**src/rtl/morra_match_controller_if.sv**
```systemverilog
`default_nettype none
// ============================================================================
// Module   : morra_match_controller_if
// Brief    : Player, evaluator and status signals of the Morra match controller.
// Revision : 1.0 - initial release
// ============================================================================
interface morra_match_controller_if #(
  parameter int CFG_W = 4
);
  logic             CONFIG_VALID;
  logic [CFG_W-1:0] CONFIG;
  logic             P1_VALID;
  logic [1:0]       P1_MOVE;
  logic             P1_READY;
  logic             P2_VALID;
  logic [1:0]       P2_MOVE;
  logic             P2_READY;
  logic             EVAL_VALID;
  logic [1:0]       EVAL_P1;
  logic [1:0]       EVAL_P2;
  logic             EVAL_READY;
  logic             RES_VALID;
  logic [1:0]       RES;
  logic [1:0]       MANCHE;
  logic             MANCHE_VALID;
  logic [1:0]       PARTITA;
  logic [4:0]       ROUND;
  logic             ERRORE;

  modport master (
    output CONFIG_VALID, CONFIG, P1_VALID, P1_MOVE, P2_VALID, P2_MOVE,
           EVAL_READY, RES_VALID, RES,
    input  P1_READY, P2_READY, EVAL_VALID, EVAL_P1, EVAL_P2,
           MANCHE, MANCHE_VALID, PARTITA, ROUND, ERRORE
  );

  modport slave (
    input  CONFIG_VALID, CONFIG, P1_VALID, P1_MOVE, P2_VALID, P2_MOVE,
           EVAL_READY, RES_VALID, RES,
    output P1_READY, P2_READY, EVAL_VALID, EVAL_P1, EVAL_P2,
           MANCHE, MANCHE_VALID, PARTITA, ROUND, ERRORE
  );
endinterface
`default_nettype wire

```
**src/rtl/morra_match_controller.sv**
```systemverilog
`default_nettype none
// ============================================================================
// Module   : morra_match_controller
// Brief    : Collects player moves, drives the round evaluator, scores the match.
// Revision : 1.0 - initial release
// ============================================================================
module morra_match_controller #(
  parameter int MINROUNDS = 4,
  parameter int CFG_W     = 4
) (
  input  wire logic clk,
  input  wire logic INIZIA,
  morra_match_controller_if.slave bus
);

  typedef enum logic [2:0] {
    S_SETUP    = 3'd0,
    S_COLLECT  = 3'd1,
    S_EVAL     = 3'd2,
    S_WAIT_RES = 3'd3,
    S_DONE     = 3'd4
  } state_t;

  localparam logic [4:0] c_minrounds = 5'(MINROUNDS);

  state_t     r_state, w_state_n;
  logic       r_slot1, w_slot1_n, r_slot2, w_slot2_n;
  logic [1:0] r_mv1, w_mv1_n, r_mv2, w_mv2_n;
  logic [4:0] r_wins1, w_wins1_n, r_wins2, w_wins2_n;
  logic [4:0] r_round, w_round_n, r_length, w_length_n;
  logic [1:0] r_manche, w_manche_n, r_partita, w_partita_n;
  logic       r_manche_valid, w_manche_valid_n, r_errore, w_errore_n;
  logic       r_p1_ready, w_p1_ready_n, r_p2_ready, w_p2_ready_n;
  logic       r_eval_valid, w_eval_valid_n;

  logic [4:0] w_new_round, w_new_w1, w_new_w2, w_diff;
  logic       w_match_end;

  always_ff @(posedge clk or posedge INIZIA) begin
    if (INIZIA) begin
      r_state        <= S_SETUP;
      r_slot1        <= 1'b0;
      r_slot2        <= 1'b0;
      r_mv1          <= 2'b00;
      r_mv2          <= 2'b00;
      r_wins1        <= 5'd0;
      r_wins2        <= 5'd0;
      r_round        <= 5'd0;
      r_length       <= 5'd0;
      r_manche       <= 2'b00;
      r_partita      <= 2'b00;
      r_manche_valid <= 1'b0;
      r_errore       <= 1'b0;
      r_p1_ready     <= 1'b0;
      r_p2_ready     <= 1'b0;
      r_eval_valid   <= 1'b0;
    end else begin
      r_state        <= w_state_n;
      r_slot1        <= w_slot1_n;
      r_slot2        <= w_slot2_n;
      r_mv1          <= w_mv1_n;
      r_mv2          <= w_mv2_n;
      r_wins1        <= w_wins1_n;
      r_wins2        <= w_wins2_n;
      r_round        <= w_round_n;
      r_length       <= w_length_n;
      r_manche       <= w_manche_n;
      r_partita      <= w_partita_n;
      r_manche_valid <= w_manche_valid_n;
      r_errore       <= w_errore_n;
      r_p1_ready     <= w_p1_ready_n;
      r_p2_ready     <= w_p2_ready_n;
      r_eval_valid   <= w_eval_valid_n;
    end
  end

  // Score as it would stand if the presented result were accepted this cycle
  always_comb begin
    w_new_round = r_round + 5'd1;
    w_new_w1    = r_wins1 + {4'd0, bus.RES == 2'b01};
    w_new_w2    = r_wins2 + {4'd0, bus.RES == 2'b10};
    w_diff      = (w_new_w1 >= w_new_w2) ? (w_new_w1 - w_new_w2) : (w_new_w2 - w_new_w1);
    w_match_end = ((w_new_round >= c_minrounds) && (w_diff >= 5'd2)) ||
                  (w_new_round == r_length);
  end

  always_comb begin
    w_state_n        = r_state;
    w_slot1_n        = r_slot1;
    w_slot2_n        = r_slot2;
    w_mv1_n          = r_mv1;
    w_mv2_n          = r_mv2;
    w_wins1_n        = r_wins1;
    w_wins2_n        = r_wins2;
    w_round_n        = r_round;
    w_length_n       = r_length;
    w_manche_n       = r_manche;
    w_partita_n      = r_partita;
    w_manche_valid_n = 1'b0;
    w_errore_n       = 1'b0;

    case (r_state)
      S_SETUP, S_DONE: begin
        if (bus.CONFIG_VALID) begin
          w_length_n  = c_minrounds + 5'(bus.CONFIG);
          w_round_n   = 5'd0;
          w_wins1_n   = 5'd0;
          w_wins2_n   = 5'd0;
          w_partita_n = 2'b00;
          w_manche_n  = 2'b00;
          w_slot1_n   = 1'b0;
          w_slot2_n   = 1'b0;
          w_state_n   = S_COLLECT;
        end
      end
      S_COLLECT: begin
        // A 00 move is consumed (READY was high) but leaves the slot empty
        if (bus.P1_VALID && r_p1_ready) begin
          if (bus.P1_MOVE != 2'b00) begin
            w_slot1_n = 1'b1;
            w_mv1_n   = bus.P1_MOVE;
          end else begin
            w_errore_n = 1'b1;
          end
        end
        if (bus.P2_VALID && r_p2_ready) begin
          if (bus.P2_MOVE != 2'b00) begin
            w_slot2_n = 1'b1;
            w_mv2_n   = bus.P2_MOVE;
          end else begin
            w_errore_n = 1'b1;
          end
        end
        if (w_slot1_n && w_slot2_n) begin
          w_state_n = S_EVAL;
        end
      end
      S_EVAL: begin
        if (bus.EVAL_READY) begin
          w_state_n = S_WAIT_RES;
        end
      end
      S_WAIT_RES: begin
        if (bus.RES_VALID) begin
          w_slot1_n = 1'b0;
          w_slot2_n = 1'b0;
          if (bus.RES == 2'b00) begin
            w_errore_n = 1'b1;
            w_state_n  = S_COLLECT;
          end else begin
            w_manche_n       = bus.RES;
            w_manche_valid_n = 1'b1;
            w_round_n        = w_new_round;
            w_wins1_n        = w_new_w1;
            w_wins2_n        = w_new_w2;
            if (w_match_end) begin
              if (w_new_w1 > w_new_w2)      w_partita_n = 2'b01;
              else if (w_new_w2 > w_new_w1) w_partita_n = 2'b10;
              else                          w_partita_n = 2'b11;
              w_state_n = S_DONE;
            end else begin
              w_state_n = S_COLLECT;
            end
          end
        end
      end
      default: w_state_n = S_SETUP;
    endcase

    // Handshake outputs are registered, so derive them from the next state
    w_p1_ready_n   = (w_state_n == S_COLLECT) && !w_slot1_n;
    w_p2_ready_n   = (w_state_n == S_COLLECT) && !w_slot2_n;
    w_eval_valid_n = (w_state_n == S_EVAL);
  end

  assign bus.P1_READY     = r_p1_ready;
  assign bus.P2_READY     = r_p2_ready;
  assign bus.EVAL_VALID   = r_eval_valid;
  assign bus.EVAL_P1      = r_mv1;
  assign bus.EVAL_P2      = r_mv2;
  assign bus.MANCHE       = r_manche;
  assign bus.MANCHE_VALID = r_manche_valid;
  assign bus.PARTITA      = r_partita;
  assign bus.ROUND        = r_round;
  assign bus.ERRORE       = r_errore;

endmodule
`default_nettype wire

```
**src/flat_wrapper.sv**
```systemverilog
// flat-port wrapper written by rule: the top's interface ports become plain ports
module morra_match_controller_flat 
#(
  parameter int MINROUNDS = 4,
  parameter int CFG_W     = 4
)
  (clk, INIZIA, bus_CONFIG_VALID, bus_CONFIG, bus_P1_VALID, bus_P1_MOVE, bus_P2_VALID, bus_P2_MOVE, bus_EVAL_READY, bus_RES_VALID, bus_RES, bus_P1_READY, bus_P2_READY, bus_EVAL_VALID, bus_EVAL_P1, bus_EVAL_P2, bus_MANCHE, bus_MANCHE_VALID, bus_PARTITA, bus_ROUND, bus_ERRORE);
  morra_match_controller_if #(.CFG_W(CFG_W)) bus_i ();
  input  wire logic clk;
  input  wire logic INIZIA;
  input wire logic [$bits(bus_i.CONFIG_VALID)-1:0] bus_CONFIG_VALID;
  input wire logic [$bits(bus_i.CONFIG)-1:0] bus_CONFIG;
  input wire logic [$bits(bus_i.P1_VALID)-1:0] bus_P1_VALID;
  input wire logic [$bits(bus_i.P1_MOVE)-1:0] bus_P1_MOVE;
  input wire logic [$bits(bus_i.P2_VALID)-1:0] bus_P2_VALID;
  input wire logic [$bits(bus_i.P2_MOVE)-1:0] bus_P2_MOVE;
  input wire logic [$bits(bus_i.EVAL_READY)-1:0] bus_EVAL_READY;
  input wire logic [$bits(bus_i.RES_VALID)-1:0] bus_RES_VALID;
  input wire logic [$bits(bus_i.RES)-1:0] bus_RES;
  output wire logic [$bits(bus_i.P1_READY)-1:0] bus_P1_READY;
  output wire logic [$bits(bus_i.P2_READY)-1:0] bus_P2_READY;
  output wire logic [$bits(bus_i.EVAL_VALID)-1:0] bus_EVAL_VALID;
  output wire logic [$bits(bus_i.EVAL_P1)-1:0] bus_EVAL_P1;
  output wire logic [$bits(bus_i.EVAL_P2)-1:0] bus_EVAL_P2;
  output wire logic [$bits(bus_i.MANCHE)-1:0] bus_MANCHE;
  output wire logic [$bits(bus_i.MANCHE_VALID)-1:0] bus_MANCHE_VALID;
  output wire logic [$bits(bus_i.PARTITA)-1:0] bus_PARTITA;
  output wire logic [$bits(bus_i.ROUND)-1:0] bus_ROUND;
  output wire logic [$bits(bus_i.ERRORE)-1:0] bus_ERRORE;
  assign bus_i.CONFIG_VALID = bus_CONFIG_VALID;
  assign bus_i.CONFIG = bus_CONFIG;
  assign bus_i.P1_VALID = bus_P1_VALID;
  assign bus_i.P1_MOVE = bus_P1_MOVE;
  assign bus_i.P2_VALID = bus_P2_VALID;
  assign bus_i.P2_MOVE = bus_P2_MOVE;
  assign bus_i.EVAL_READY = bus_EVAL_READY;
  assign bus_i.RES_VALID = bus_RES_VALID;
  assign bus_i.RES = bus_RES;
  assign bus_P1_READY = bus_i.P1_READY;
  assign bus_P2_READY = bus_i.P2_READY;
  assign bus_EVAL_VALID = bus_i.EVAL_VALID;
  assign bus_EVAL_P1 = bus_i.EVAL_P1;
  assign bus_EVAL_P2 = bus_i.EVAL_P2;
  assign bus_MANCHE = bus_i.MANCHE;
  assign bus_MANCHE_VALID = bus_i.MANCHE_VALID;
  assign bus_PARTITA = bus_i.PARTITA;
  assign bus_ROUND = bus_i.ROUND;
  assign bus_ERRORE = bus_i.ERRORE;
  morra_match_controller #(.MINROUNDS(MINROUNDS), .CFG_W(CFG_W)) u_core (.clk(clk), .INIZIA(INIZIA), .bus(bus_i));
endmodule
```
**config.mk**
```make
export PLATFORM = sky130hd
export DESIGN_NAME = morra_match_controller_flat
export DESIGN_NICKNAME = d
export VERILOG_FILES = /design/src/rtl/morra_match_controller_if.sv /design/src/rtl/morra_match_controller.sv /design/src/flat_wrapper.sv
export SDC_FILE = /design/constraint.sdc
export NUM_CORES = 1
export LEC_CHECK = 0
export CORE_MARGIN = 2
export CORE_UTILIZATION = 45
export DETAILED_ROUTE_END_ITERATION = 7
export PLACE_DENSITY = 0.68
export RECOVER_POWER = 50
export SLEW_MARGIN = 5
export SYNTH_ARGS = -nofsm -noshare
export SYNTH_HDL_FRONTEND = slang
export SYNTH_SLANG_ARGS = --single-unit
```
**constraint.sdc**
```tcl
create_clock -name clk -period 5.5 [get_ports clk]
set_clock_uncertainty 0.2 [all_clocks]
set_input_delay 1.1 -clock clk [delete_from_list [all_inputs] [get_ports clk]]
set_output_delay 1.1 -clock clk [all_outputs]
set_load 0.005 [all_outputs]
```
==> out/results.tsv <==
metric	value	unit
status	finished with violations	
violations	max-capacitance violations, max-slew violations	
cts_tree	built	
synth-simple-area-share	0.196	
drive_above_1_share	0.0897	
finalWirelength	5280	um
wl_per_cell	14.2	um
num_vias	1995	
clk_pin_slew	70	ps
clkSinkCount	38	
final_area	2920	um^2
numCtsBuffers	5	
synth_top_family_by_area	simple AND/OR/NAND/NOR gates	
start_util	0.472	
setup_tns	0	ps
track_usage	0.190	
synth-xor-area-share	0.0779	
synth_nets	299	
fmax	234	MHz
setup_violations	0	
grt_pass1_wl	9290	um
syn_area_per_cell	9.22	um^2
synth.area.top_cells	dfrtp_1 39%, ha_1 7.7%, nand2_1 5.5%, o21ai_0 4.7%, xnor2_1 3.2%	
die_w	77.7	um
synth_seq_cells	38	
viasPerCell	5.38	
synthesis.area	2440	um^2
criticalPathCategory	input port to register	
clkLatencyLatePin	290	ps
synth_common_cells	38 x dfrtp_1, 36 x nand2_1, 23 x o21ai_0	
grt_max_degree	39	
multi_input_area	1400	um^2
ir_worst_vdd	0.200	mV
dieArea	6030	um^2
rsz0062_at_grt	no	
synth.most_common_cell	dfrtp_1	
postRouteAntennaNets	0	
synthMuxAreaShare	0.0266	
register_area	951	um^2
cts.htree.levels	2	
timing.final.crit_share	0.777	
synth-compound-area-share	0.164	
grt-ovfl-total	0	
port_buffers	34	
dp_hpwl	4010	um
nFillCells	460	
postCtsSetupBuffers	0	
cts_buffer_depth	2	
synth_ff_type	dfrtp_1	
drt-initial-drc-count	171	
ys_warn_count	0	
postSynthCellCount	265	
die_h	77.7	um
ioPinCount	35	
num_antenna_cells	0	
cp.arrival	4240	ps
synth_top_area_frac	0.389	
critPathMaxFanout	8	
placedInstanceArea	2850	um^2
worst_setup_path_start_kind	input port	
place.gp.congestion	0.879	
crit_required	5460	ps
setup.worst_path.end_class	register	
tightestPinTransition	2100	ps
async_reset_ff_frac	1.00	
fin_nets	335	
core	5170	um^2
powerDensity	408	nW/um^2
hold_violations	0	
yosys.area.top_type	dfrtp_1	
antenna_found_initial	0	
period_minus_slack	4270	ps
slew_violations	39	
synth-edff-count	0	
post_cts_resized	0	
ys_types	50	
root_buffer	clkbuf_8	
p_leak	0.00131	uW
grt_pass1_vias	2003	
cap_violations	1	
yosysSeqAreaShare	0.389	
ctsHoldBuffers	0	
slew_headroom	-0.399	
placementRows	26	
dr.pass1.iters	4	
hold_class	register to register	
synth_fa_ha_area_frac	0.106	
drc	0	
area_growth	19.6	%
==> cell families after synthesis <==
| kind of cell | Yosys count |
|---|---|
| DFF | 38 |
| buffers and inverters | 24 |
| and+or+nand+nor | 97 |
| muxes | 6 |
| xor gates and xnor gates | 20 |
| adders and majority gates | 20 |
| AOI/OAI and AO/OA | 60 |
==> where the power goes <==
group	internal, uW	switching [uW]	total, uW
Sequential	363	71.1	434
Combinational	288	288	576
Clock	87.3	93.3	181
Total	738	453	1190
==> cell usage in the layout (no fill, tap or decap), types with 2 or more instances in the layout <==
| cell type | count |
|---|---|
| o21ai_0 | 23 |
| a21oi_1 | 11 |
| nor2_1 | 16 |
| or3b_1 | 2 |
| xor2_1 | 9 |
| clkbuf_1 | 3 |
| dlygate4sd3_1 | 6 |
| xnor2_1 | 9 |
| clkbuf_8 | 5 |
| inv_1 | 15 |
| nand3_2 | 2 |
| o21a_1 | 3 |
| o31ai_1 | 5 |
| o22ai_1 | 2 |
| nor2b_1 | 8 |
| and2_1 | 4 |
| fa_1 | 2 |
| maj3_1 | 2 |
| nand3_1 | 13 |
| o211a_1 | 2 |
| clkdlybuf4s50_1 | 28 |
| dfrtp_1 | 38 |
| nand4_1 | 2 |
| inv_2 | 3 |
| nor3_1 | 5 |
| a22o_1 | 2 |
| mux2_2 | 4 |
| ha_1 | 15 |
| o2111ai_2 | 2 |
| nand2_1 | 36 |
| nor4_1 | 2 |
| mux2i_1 | 2 |
| xnor2_2 | 2 |
==> registers in the layout, indices dropped and copies added (netlist names), 2 cells and up <==
signal              cells
u_core.r_wins2          5
u_core.bus.MANCHE       2
u_core.r_wins1          5
u_core.bus.ROUND        5
u_core.bus.EVAL_P2      2
u_core.bus.EVAL_P1      2
u_core.bus.PARTITA      2
u_core.r_length         5
u_core.r_state          3
==> routing by layer <==
layer | up-vias | GRT usage | part of all wire
met4 | 0 | 0.0679 | 0.018
met1 | 937 | 0.251 | 0.46
met5 | - | 0 | 0
met3 | 8 | 0.0395 | 0.050
met2 | 55 | 0.308 | 0.47
li1 | 995 | - | -
==> critical path: stages <==
cell and delay [ps]:
clkdlybuf4s50_1 560, nor2b_1 170, ha_1 210, ha_1 240, xor2_1 210, ha_1 360, a21oi_1 250, o21ai_0 180
maj3_2 350, a21oi_1 190, a21oi_1 80, o31ai_1 260, nand2_1 80
==> per-stage QoR <==
step | hold WS (ps) | total power, uW | std cells | utilization | worst slack (ps)
after floorplan | 265 | 825 | 265 | - | 1800
after global placement | 278 | 1010 | 364 | 0.551 | 1040
after detailed placement | 282 | 1020 | 364 | 0.551 | 964
after CTS | 300 | 1200 | 371 | 0.566 | 1240
after global routing | 323 | 1300 | 371 | 0.565 | 968
final | 294 | 1190 | 371 | 0.565 | 1230
==> cell type report <==
cell class | count | area share
timing repair buffer | 35 | 0.118
sequential | 38 | 0.325
multi-input combinational | 203 | 0.478
inverter | 18 | 0.0231
clock buffer | 7 | 0.0261
tap | 70 | 0.0300
==> final timing paths <==
| check | from | to | slack [ps] | depth (start not counted) |
|---|---|---|---|---|
| setup / recovery | bus_RES[0] | u_core.bus.P2_READY | 1230 | 13 |
| hold / removal | u_core.r_length[0] | u_core.r_length[0] | 290 | 2 |
| setup reg to reg | u_core.r_wins1[0] | u_core.bus.P2_READY | 2330 | 11 |
| hold reg to reg | u_core.r_length[0] | u_core.r_length[0] | 290 | 2 |
| max in group asynchronous | INIZIA | u_core.r_wins1[1] | 2090 | 3 |
| min in group asynchronous | INIZIA | u_core.bus.EVAL_VALID | 1800 | 3 |
(Power assumes the default switching activity.)
